**config.mk**
```make
export PLATFORM = sky130hd
export DESIGN_NAME = hazard_ctrl_flat
export DESIGN_NICKNAME = d
export VERILOG_FILES = /design/src/rtl/hazard_ctrl_pkg.sv /design/src/rtl/hazard_ctrl_if.sv /design/src/rtl/hazard_slot.sv /design/src/rtl/hazard_ctrl.sv /design/src/flat_wrapper.sv
export SDC_FILE = /design/constraint.sdc
export NUM_CORES = 1
export LEC_CHECK = 0
export ABC_AREA = 1
export ABC_CLOCK_PERIOD_IN_PS = 4700
export CAP_MARGIN = 20
export CORE_AREA = 2 2 79 137
export DETAILED_ROUTE_END_ITERATION = 8
export DIE_AREA = 0 0 81 139
export PLACE_DENSITY = 0.87
export SYNTH_ARGS = -nofsm -noshare
export SYNTH_HDL_FRONTEND = slang
export SYNTH_HIERARCHICAL = 1
export SYNTH_SLANG_ARGS = --single-unit
```
**constraint.sdc**
```tcl
create_clock -name clk_i -period 4.7 [get_ports clk_i]
set_input_delay 0.94 -clock clk_i [delete_from_list [all_inputs] [get_ports clk_i]]
set_output_delay 0.94 -clock clk_i [all_outputs]
set_load 0.005 [all_outputs]
```
**src/rtl/hazard_ctrl_pkg.sv**
```systemverilog
// Shared constants for the decode-stage hazard controller: writeback select,
// opcode classes, forwarding codes, pending-flush states and operand-use decode.
package hazard_ctrl_pkg;

  localparam int WBSEL_W = 2;
  localparam logic [WBSEL_W-1:0] WBSEL_MEM = 2'd0;
  localparam logic [WBSEL_W-1:0] WBSEL_ALU = 2'd1;

  localparam logic [6:0] OPC_LUI    = 7'b0110111;
  localparam logic [6:0] OPC_AUIPC  = 7'b0010111;
  localparam logic [6:0] OPC_JAL    = 7'b1101111;
  localparam logic [6:0] OPC_OP     = 7'b0110011;
  localparam logic [6:0] OPC_STORE  = 7'b0100011;
  localparam logic [6:0] OPC_BRANCH = 7'b1100011;

  localparam logic [1:0] FWD_RF = 2'b00;
  localparam logic [1:0] FWD_E  = 2'b01;
  localparam logic [1:0] FWD_M  = 2'b10;
  localparam logic [1:0] FWD_W  = 2'b11;

  // A taken branch seen during a memory freeze is remembered until the pipe moves.
  typedef enum logic {
    FL_IDLE = 1'b0,
    FL_PEND = 1'b1
  } flush_state_t;

  function automatic logic uses_rs1(input logic [6:0] opc);
    return !(opc inside {OPC_LUI, OPC_AUIPC, OPC_JAL});
  endfunction

  function automatic logic uses_rs2(input logic [6:0] opc);
    return opc inside {OPC_OP, OPC_STORE, OPC_BRANCH};
  endfunction

endpackage

```
**src/rtl/hazard_ctrl_if.sv**
```systemverilog
// Decode-stage hazard bus: instruction/control inputs from decode and execute,
// stall/flush/forward controls and event counters back out.
interface hazard_ctrl_if #(
  parameter int CNT_W = 32
);
  import hazard_ctrl_pkg::*;

  logic [31:0]        inst_d_i;
  logic               RegWEn_d_i;
  logic [WBSEL_W-1:0] WBSel_d_i;
  logic               PCSel_e_i;
  logic               mem_busy_i;

  logic               pc_stop_o;
  logic               flush_fd_o;
  logic               pipeline_nop_o;
  logic               pipeline_flush_o;
  logic [1:0]         fwdA_sel_o;
  logic [1:0]         fwdB_sel_o;
  logic [CNT_W-1:0]   stall_cnt_o;
  logic [CNT_W-1:0]   flush_cnt_o;

  modport master (
    output inst_d_i, RegWEn_d_i, WBSel_d_i, PCSel_e_i, mem_busy_i,
    input  pc_stop_o, flush_fd_o, pipeline_nop_o, pipeline_flush_o,
    input  fwdA_sel_o, fwdB_sel_o, stall_cnt_o, flush_cnt_o
  );

  modport slave (
    input  inst_d_i, RegWEn_d_i, WBSel_d_i, PCSel_e_i, mem_busy_i,
    output pc_stop_o, flush_fd_o, pipeline_nop_o, pipeline_flush_o,
    output fwdA_sel_o, fwdB_sel_o, stall_cnt_o, flush_cnt_o
  );

endinterface

```
**src/rtl/hazard_slot.sv**
```systemverilog
// One shadow-scoreboard entry {valid, rd, wen, is_load}; hold beats bubble beats load.
// Registered, one-cycle update; a held slot ignores its inputs.
module hazard_slot #(
  parameter int RADDR_W = 5
) (
  input  logic               clk_i,
  input  logic               rst_n_i,
  input  logic               hold,
  input  logic               bubble,
  input  logic               valid_d,
  input  logic [RADDR_W-1:0] rd_d,
  input  logic               wen_d,
  input  logic               is_load_d,
  output logic               valid_q,
  output logic [RADDR_W-1:0] rd_q,
  output logic               wen_q,
  output logic               is_load_q
);

  always_ff @(posedge clk_i) begin
    if (!rst_n_i) begin
      valid_q   <= 1'b0;
      rd_q      <= '0;
      wen_q     <= 1'b0;
      is_load_q <= 1'b0;
    end else if (!hold) begin
      if (bubble) begin
        valid_q   <= 1'b0;
        rd_q      <= '0;
        wen_q     <= 1'b0;
        is_load_q <= 1'b0;
      end else begin
        valid_q   <= valid_d;
        rd_q      <= rd_d;
        wen_q     <= wen_d;
        is_load_q <= is_load_d;
      end
    end
  end

endmodule

```
**src/rtl/hazard_ctrl.sv**
```systemverilog
// Decode-stage hazard controller: load-use stall, branch flush, operand forwarding.
// Controls are combinational in the cycle; the E/M/W shadow scoreboard advances at the edge.
module hazard_ctrl
  import hazard_ctrl_pkg::*;
#(
  parameter int CNT_W   = 32,
  parameter int RADDR_W = 5
) (
  input logic          clk_i,
  input logic          rst_n_i,
  hazard_ctrl_if.slave hz
);

  logic [6:0]         opc;
  logic [RADDR_W-1:0] rs1, rs2, rd;
  logic               use1, use2;
  logic               unused_fields;

  assign opc  = hz.inst_d_i[6:0];
  assign rs1  = RADDR_W'(hz.inst_d_i[19:15]);
  assign rs2  = RADDR_W'(hz.inst_d_i[24:20]);
  assign rd   = RADDR_W'(hz.inst_d_i[11:7]);
  assign use1 = uses_rs1(opc);
  assign use2 = uses_rs2(opc);
  assign unused_fields = ^{hz.inst_d_i[31:25], hz.inst_d_i[14:12]};

  logic               e_vld, m_vld, w_vld;
  logic [RADDR_W-1:0] e_rd, m_rd, w_rd;
  logic               e_wen, m_wen, w_wen;
  logic               e_ld, m_ld, w_ld;
  logic               busy, flush_req, load_use, bubble_e;

  assign busy = hz.mem_busy_i;

  // Both a flush and a load-use stall inject a bubble into E; freeze wins over both.
  assign bubble_e = flush_req | load_use;

  hazard_slot #(.RADDR_W(RADDR_W)) u_slot_e (
    .clk_i     (clk_i),
    .rst_n_i   (rst_n_i),
    .hold      (busy),
    .bubble    (bubble_e),
    .valid_d   (1'b1),
    .rd_d      (rd),
    .wen_d     (hz.RegWEn_d_i),
    .is_load_d (hz.WBSel_d_i == WBSEL_MEM),
    .valid_q   (e_vld),
    .rd_q      (e_rd),
    .wen_q     (e_wen),
    .is_load_q (e_ld)
  );

  hazard_slot #(.RADDR_W(RADDR_W)) u_slot_m (
    .clk_i     (clk_i),
    .rst_n_i   (rst_n_i),
    .hold      (busy),
    .bubble    (1'b0),
    .valid_d   (e_vld),
    .rd_d      (e_rd),
    .wen_d     (e_wen),
    .is_load_d (e_ld),
    .valid_q   (m_vld),
    .rd_q      (m_rd),
    .wen_q     (m_wen),
    .is_load_q (m_ld)
  );

  hazard_slot #(.RADDR_W(RADDR_W)) u_slot_w (
    .clk_i     (clk_i),
    .rst_n_i   (rst_n_i),
    .hold      (busy),
    .bubble    (1'b0),
    .valid_d   (m_vld),
    .rd_d      (m_rd),
    .wen_d     (m_wen),
    .is_load_d (m_ld),
    .valid_q   (w_vld),
    .rd_q      (w_rd),
    .wen_q     (w_wen),
    .is_load_q (w_ld)
  );

  function automatic logic hit(input logic v, input logic w,
                               input logic [RADDR_W-1:0] r,
                               input logic [RADDR_W-1:0] rs);
    return v & w & (r != '0) & (r == rs);
  endfunction

  logic hit_e1, hit_m1, hit_w1, hit_e2, hit_m2, hit_w2;
  logic unused_wld;

  assign hit_e1 = hit(e_vld, e_wen, e_rd, rs1);
  assign hit_m1 = hit(m_vld, m_wen, m_rd, rs1);
  assign hit_w1 = hit(w_vld, w_wen, w_rd, rs1);
  assign hit_e2 = hit(e_vld, e_wen, e_rd, rs2);
  assign hit_m2 = hit(m_vld, m_wen, m_rd, rs2);
  assign hit_w2 = hit(w_vld, w_wen, w_rd, rs2);
  assign unused_wld = w_ld;

  assign load_use = e_ld & ((use1 & hit_e1) | (use2 & hit_e2));

  // A load in E has no data yet, so its hit falls through to older producers.
  always_comb begin
    hz.fwdA_sel_o = FWD_RF;
    if (hit_e1 && !e_ld)  hz.fwdA_sel_o = FWD_E;
    else if (hit_m1)      hz.fwdA_sel_o = FWD_M;
    else if (hit_w1)      hz.fwdA_sel_o = FWD_W;

    hz.fwdB_sel_o = FWD_RF;
    if (hit_e2 && !e_ld)  hz.fwdB_sel_o = FWD_E;
    else if (hit_m2)      hz.fwdB_sel_o = FWD_M;
    else if (hit_w2)      hz.fwdB_sel_o = FWD_W;
  end

  flush_state_t fl_st, fl_nxt;

  always_ff @(posedge clk_i) begin
    if (!rst_n_i) fl_st <= FL_IDLE;
    else          fl_st <= fl_nxt;
  end

  assign flush_req = hz.PCSel_e_i | (fl_st == FL_PEND);

  always_comb begin
    fl_nxt              = fl_st;
    hz.pc_stop_o        = 1'b0;
    hz.flush_fd_o       = 1'b0;
    hz.pipeline_nop_o   = 1'b0;
    hz.pipeline_flush_o = 1'b0;

    case (fl_st)
      FL_IDLE: if (busy && hz.PCSel_e_i) fl_nxt = FL_PEND;
      FL_PEND: if (!busy)                fl_nxt = FL_IDLE;
      default:                           fl_nxt = FL_IDLE;
    endcase

    if (busy) begin
      hz.pc_stop_o = 1'b1;
    end else if (flush_req) begin
      hz.pipeline_flush_o = 1'b1;
      hz.flush_fd_o       = 1'b1;
    end else if (load_use) begin
      hz.pipeline_nop_o = 1'b1;
      hz.pc_stop_o      = 1'b1;
    end
  end

  logic             stall_evt, flush_evt;
  logic [CNT_W-1:0] stall_cnt, flush_cnt;

  assign stall_evt = !busy && !flush_req && load_use;
  assign flush_evt = !busy && flush_req;

  always_ff @(posedge clk_i) begin
    if (!rst_n_i) begin
      stall_cnt <= '0;
      flush_cnt <= '0;
    end else begin
      if (stall_evt && (stall_cnt != '1)) stall_cnt <= stall_cnt + CNT_W'(1);
      if (flush_evt && (flush_cnt != '1)) flush_cnt <= flush_cnt + CNT_W'(1);
    end
  end

  assign hz.stall_cnt_o = stall_cnt;
  assign hz.flush_cnt_o = flush_cnt;

endmodule

```
**src/flat_wrapper.sv**
```systemverilog
// flat-port wrapper written by rule: the top's interface ports become plain ports
module hazard_ctrl_flat import hazard_ctrl_pkg::*;
#(
  parameter int CNT_W   = 32,
  parameter int RADDR_W = 5
)
  (clk_i, rst_n_i, hz_inst_d_i, hz_RegWEn_d_i, hz_WBSel_d_i, hz_PCSel_e_i, hz_mem_busy_i, hz_pc_stop_o, hz_flush_fd_o, hz_pipeline_nop_o, hz_pipeline_flush_o, hz_fwdA_sel_o, hz_fwdB_sel_o, hz_stall_cnt_o, hz_flush_cnt_o);
  hazard_ctrl_if #(.CNT_W(CNT_W)) hz_i ();
  input logic clk_i;
  input logic rst_n_i;
  input wire logic [$bits(hz_i.inst_d_i)-1:0] hz_inst_d_i;
  input wire logic [$bits(hz_i.RegWEn_d_i)-1:0] hz_RegWEn_d_i;
  input wire logic [$bits(hz_i.WBSel_d_i)-1:0] hz_WBSel_d_i;
  input wire logic [$bits(hz_i.PCSel_e_i)-1:0] hz_PCSel_e_i;
  input wire logic [$bits(hz_i.mem_busy_i)-1:0] hz_mem_busy_i;
  output wire logic [$bits(hz_i.pc_stop_o)-1:0] hz_pc_stop_o;
  output wire logic [$bits(hz_i.flush_fd_o)-1:0] hz_flush_fd_o;
  output wire logic [$bits(hz_i.pipeline_nop_o)-1:0] hz_pipeline_nop_o;
  output wire logic [$bits(hz_i.pipeline_flush_o)-1:0] hz_pipeline_flush_o;
  output wire logic [$bits(hz_i.fwdA_sel_o)-1:0] hz_fwdA_sel_o;
  output wire logic [$bits(hz_i.fwdB_sel_o)-1:0] hz_fwdB_sel_o;
  output wire logic [$bits(hz_i.stall_cnt_o)-1:0] hz_stall_cnt_o;
  output wire logic [$bits(hz_i.flush_cnt_o)-1:0] hz_flush_cnt_o;
  assign hz_i.inst_d_i = hz_inst_d_i;
  assign hz_i.RegWEn_d_i = hz_RegWEn_d_i;
  assign hz_i.WBSel_d_i = hz_WBSel_d_i;
  assign hz_i.PCSel_e_i = hz_PCSel_e_i;
  assign hz_i.mem_busy_i = hz_mem_busy_i;
  assign hz_pc_stop_o = hz_i.pc_stop_o;
  assign hz_flush_fd_o = hz_i.flush_fd_o;
  assign hz_pipeline_nop_o = hz_i.pipeline_nop_o;
  assign hz_pipeline_flush_o = hz_i.pipeline_flush_o;
  assign hz_fwdA_sel_o = hz_i.fwdA_sel_o;
  assign hz_fwdB_sel_o = hz_i.fwdB_sel_o;
  assign hz_stall_cnt_o = hz_i.stall_cnt_o;
  assign hz_flush_cnt_o = hz_i.flush_cnt_o;
  hazard_ctrl #(.CNT_W(CNT_W), .RADDR_W(RADDR_W)) u_core (.clk_i(clk_i), .rst_n_i(rst_n_i), .hz(hz_i));
endmodule
```
==> impl_metrics.yaml, run 1 <==
global_route:
  grt_pass1_wl_mm: 23.0
  grt-ovfl-total: 0
  grt_use_total_pct: 25.6
  antenna_found_initial: 0
  grt_max_degree: 50
  grt_pass1_vias: 5133
synth:
  postSynthAreaPerCell_um2: 6.42
  postSynthCellCount: 834
  yosysWarningCount: 6
  syn-cell-area_um2: 5360
finish:
  fin_area_um2: 6650
  synthToLayoutAreaGrowth_pct: 24.1
  fillers: 875
  layout-drive-gt1-share_pct: 7.73
  mostFrequentLayoutCell: "nand2_1"
  mostFrequentLayoutCells: "nand2_1, nor2_1, clkdlybuf4s50_1, dfxtp_1, inv_1"
  diodes: 0
  fin_util_pct: 65.3
  nNetsFinal: 968
  fin_cells: 1058
worst_setup_path:
  slowest_stage: "clkdlybuf4s50_1"
  rr_endpoint: "u_core/hz.flush_cnt_o[20]"
  r2r.worst_path.cells: 11
  critPathCaptureType: "primary output"
  crit_family: "buffers and inverters"
  cp.arrival_ns: 3.10
  path_cells: "clkdlybuf4s50_1 -> xor2_1 -> or2_2 -> nor4_1 -> inv_1 -> nand2_1 -> nand2_1 -> inv_1 -> clkdlybuf4s50_1"
  path_buf_inv: 4
  r2r_setup_slack_ns: 2.42
  max_stage_delay_ns: 0.49
  crit_fanout: 4
  critPathLaunchType: "input pin"
  path_depth: 9
  crit_required_ns: 3.76
  crit_type: "input pin to primary output"
  rr_startpoint: "u_core/hz.flush_cnt_o[1]"
power:
  switching_power_mw: 0.358
  p_per_area_nw_per_um2: 231
  power_frac_clock_pct: 43.7
  combPwrFrac_pct: 7.5
  finalPower_mw: 1.53
  power_switching_share_pct: 23.4
  p_leak_nw: 2.47
  intPower_mw: 1.18
  seq_power_share_pct: 48.8
  ir_worst_vdd_mv: 0.283
die:
  die_h_um: 139
  core_um2: 10200
  rows: 49
  ios: 111
  die_x_um: 81
  initial_core_util_pct: 52.6
  die-area_um2: 11300
placed_design:
  dp_hpwl_mm: 10.5
  io_buffers: 100
  pre_cts_slack_ns: 0.667
  gp_congestion: 0.989
  place_inst: 1043
  dpl-instance-area_um2: 6370
timing:
  grt_setup_unrepaired: "no"
  hold_violations: 0
  slew_headroom_pct: 40.6
  worst_slack_ns: 0.662
  setup_violations: 0
  fmax_mhz: 248
  fin_crit_sh_pct: 85.9
  skew_ns: 0.00670
  worst_slew_pin_slew_ns: 0.891
  tns_ns: 0
  period_needed_ns: 4.04
  timing.hold.ws_ns: 0.483
  drv_slew: 0
cts:
  cts_hold_buf: 0
  cts_setup_buffers: 0
  cts_tree: "done"
  cts_resized: 0
  cts_sinks: 87
  htreeDepth: 3
  clockRootBuffer: "clkbuf_16"
  cts_buffers: 9
  cts.clk_slew.worst_paths_ns: 0.06
  clock_latency_ns: 0.33
  clock_path_buffers: 2
hold_path:
  min_to: "u_core/u_slot_e/valid_q"
  whs_path_depth: 2
  hold_start: "u_core/u_slot_e/valid_q"
  hold_path.class: "flop to flop"
route:
  viasPerCell: 5.24
  routed_wl_mm: 14.4
  first_pass_iters: 6
  antenna_left: 0
  wire_per_inst_um: 13.6
  vias: 5544
  drc: 0
  first_iter_violations: 361
job:
  drv_cap: 0
run_status:
  outcome: "finished clean"
final cells by class:
class	instances	area, µm²	area share [%]
repair buffers	101	1000	15.1
inverters	80	303	4.56
well taps	127	159	2.39
clock buffers	12	256	3.86
flip-flops and latches	87	1740	26.2
multi-input cells	648	3160	47.6
clock inverters	3	18.8	0.282
state kept, by name (all words and copies together), names as in the netlist:
| signal | flops |
|---|---|
| u_core/u_slot_e/is_load_q | 1 |
| u_core/hz.stall_cnt_o | 32 |
| u_core/u_slot_e/wen_q | 1 |
| u_core/u_slot_w/rd_q | 5 |
| u_core/u_slot_w/valid_q | 1 |
| u_core/u_slot_m/wen_q | 1 |
| u_core/hz.flush_cnt_o | 32 |
| u_core/u_slot_m/valid_q | 1 |
| u_core/u_slot_e/rd_q | 5 |
| u_core/u_slot_m/rd_q | 5 |
| u_core/fl_st | 1 |
| u_core/u_slot_e/valid_q | 1 |
| u_core/u_slot_w/wen_q | 1 |
tightest hold or removal path: stages, from the launching register on:
cell and delay (ns):
dfxtp_1 0.32, nand2_1 0.06, a21oi_1 0.05
worst max path at each step:
stage	endpoint	startpoint
3_3_place_gp	hz_fwdB_sel_o[1]	hz_inst_d_i[22]
4_1_cts	hz_fwdB_sel_o[1]	hz_inst_d_i[23]
6_report	hz_fwdB_sel_o[1]	hz_inst_d_i[23]
3_5_place_dp	hz_fwdB_sel_o[1]	hz_inst_d_i[23]
5_1_grt	hz_fwdB_sel_o[1]	hz_inst_d_i[23]
2_1_floorplan	hz_fwdB_sel_o[1]	hz_inst_d_i[23]
power groups by stage:
stage | Combinational [mW] | Clock (mW) | Sequential [mW]
global route | 0.127 | 0.712 | 0.749
floorplan | 0.0715 | 0 | 0.764
finish | 0.115 | 0.670 | 0.749
CTS | 0.115 | 0.685 | 0.749
global placement | 0.113 | 0 | 0.765
detailed placement | 0.114 | 0 | 0.765
metal layers:
layer	share of wire, %	wire, µm	global-route usage [%]	up-vias
met3	5.5	795	5.40	55
met5	0	0	0	-
li1	-	-	-	2810
met4	5.4	772	16.4	0
met2	51	7390	45.6	211
met1	38	5410	25.9	2468
Power figures use the tool's default switching activity.
==> run 2, diff against run 1 <==
Settings changed: CORE_AREA 2 2 79 137 to 2 2 78 136, DIE_AREA 0 0 81 139 to 0 0 80 138, PLACE_DENSITY 0.87 to 0.88.
==> impl_metrics.yaml, run 2 (same netlist as run 1, synthesis figures left out) <==
finish:
  fin_area_um2: 6720
  mostFrequentLayoutCells: "nand2_1, nor2_1, clkdlybuf4s50_1, dfxtp_1, inv_1"
  synthToLayoutAreaGrowth_pct: 25.5
  mostFrequentLayoutCell: "nand2_1"
  diodes: 0
  fin_cells: 1060
  nNetsFinal: 969
  layout-drive-gt1-share_pct: 8.04
cts:
  cts_sinks: 87
  clockRootBuffer: "clkbuf_16"
  cts.clk_slew.worst_paths_ns: 0.06
  cts_buffers: 9
  cts_hold_buf: 0
  clock_latency_ns: 0.34
  clock_path_buffers: 2
  htreeDepth: 3
  cts_resized: 0
  cts_tree: "done"
  cts_setup_buffers: 0
worst_setup_path:
  crit_type: "input pin to primary output"
  critPathCaptureType: "primary output"
  crit_fanout: 9
  critPathLaunchType: "input pin"
  crit_required_ns: 3.76
  cp.arrival_ns: 3.09
placed_design:
  io_buffers: 100
  gp_congestion: 0.953
  dpl-instance-area_um2: 6380
  dp_hpwl_mm: 10.6
  place_inst: 1044
global_route:
  grt_pass1_wl_mm: 23.2
  grt_pass1_vias: 5048
  grt_use_total_pct: 26.1
  grt_max_degree: 50
  grt-ovfl-total: 0
  antenna_found_initial: 0
power:
  ir_worst_vdd_mv: 0.198
  switching_power_mw: 0.375
  power_switching_share_pct: 22.4
  p_leak_nw: 2.50
  combPwrFrac_pct: 6.9
  p_per_area_nw_per_um2: 250
  power_frac_clock_pct: 48.4
  intPower_mw: 1.30
  seq_power_share_pct: 44.6
run_status:
  outcome: "finished clean"
job:
  drv_cap: 0
timing:
  drv_slew: 0
  worst_slew_pin_slew_ns: 0.747
  grt_setup_unrepaired: "no"
  hold_violations: 0
  fin_crit_sh_pct: 85.7
  period_needed_ns: 4.03
  fmax_mhz: 248
  setup_violations: 0
  skew_ns: 0.00905
  tns_ns: 0
  slew_headroom_pct: 50.1
route:
  vias: 5592
  first_pass_iters: 5
  first_iter_violations: 343
  wire_per_inst_um: 13.8
  viasPerCell: 5.28
  routed_wl_mm: 14.6
  drc: 0
  antenna_left: 0
die:
  rows: 49
  die-area_um2: 11000
  initial_core_util_pct: 53.3
  die_x_um: 80
  die_h_um: 138
  core_um2: 10100
  ios: 111
hold_path:
  hold_path.class: "flop to flop"
## run 2: changes by cell type in the layout (fill, tap and decap cells not counted)
cell / delta
clkinvlp_4: +1
buf_2: -1
clkbuf_2: +1
bufinv_16: +2
clkinv_2: -2
clkbuf_1: -1
buf_4: +1
clkbuf_8: +1
## run 2: power groups by stage
stage,clock network [mW],registers [mW],logic [mW]
finish,0.812,0.749,0.117
global route,0.851,0.749,0.128
CTS,0.816,0.749,0.116
detailed placement,0,0.766,0.115
global placement,0,0.765,0.113
floorplan,0,0.764,0.0715
## run 2: worst paths after layout
check / cells after the start / start / slack [ns] / endpoint
worst max-delay path: 9 / hz_inst_d_i[15] / 0.67 / hz_pipeline_nop_o
worst min-delay path: 2 / u_core/u_slot_w/wen_q / 0.48 / u_core/u_slot_w/wen_q
worst max register to register: 11 / u_core/hz.flush_cnt_o[1] / 2.38 / u_core/hz.flush_cnt_o[20]
worst min register to register: 2 / u_core/u_slot_w/wen_q / 0.48 / u_core/u_slot_w/wen_q
## run 2: worst max-delay path, cell delays in order
cell,delay [ns]
clkdlybuf4s50_1,0.55
xnor2_1,0.14
nand2_1,0.09
nor2_2,0.17
nand4_1,0.16
nand2_4,0.14
nand2_1,0.12
nor2_4,0.22
clkdlybuf4s50_1,0.55
## run 2: layer usage
layer	vias up	global-route usage (%)	wire, µm
met4	0	15.9	767
met5	-	0	0
met3	55	4.77	700
li1	2816	-	-
met2	194	47.5	7640
met1	2527	26.4	5520
## run 2: per-stage QoR
stage | worst slack (ns) | utilization, % | power, mW | hold WS [ns]
2_1_floorplan | 1.91 | - | 0.835 | 0.442
4_1_cts | 0.705 | 66.8 | 1.68 | 0.473
5_1_grt | 0.525 | 66.8 | 1.73 | 0.496
3_3_place_gp | 0.719 | 63.4 | 0.878 | 0.453
3_5_place_dp | 0.706 | 63.4 | 0.881 | 0.463
6_report | 0.673 | 66.8 | 1.68 | 0.475
## run 2: layout make-up
cell class              instances  area, µm²
fillers                       874       3330
repair buffers                102       1010
clock buffers                  12        267
well taps                     127        159
inverters                      80        303
flip-flops and latches         87       1740
clock inverters                 4       76.3
multi-input cells             648       3160
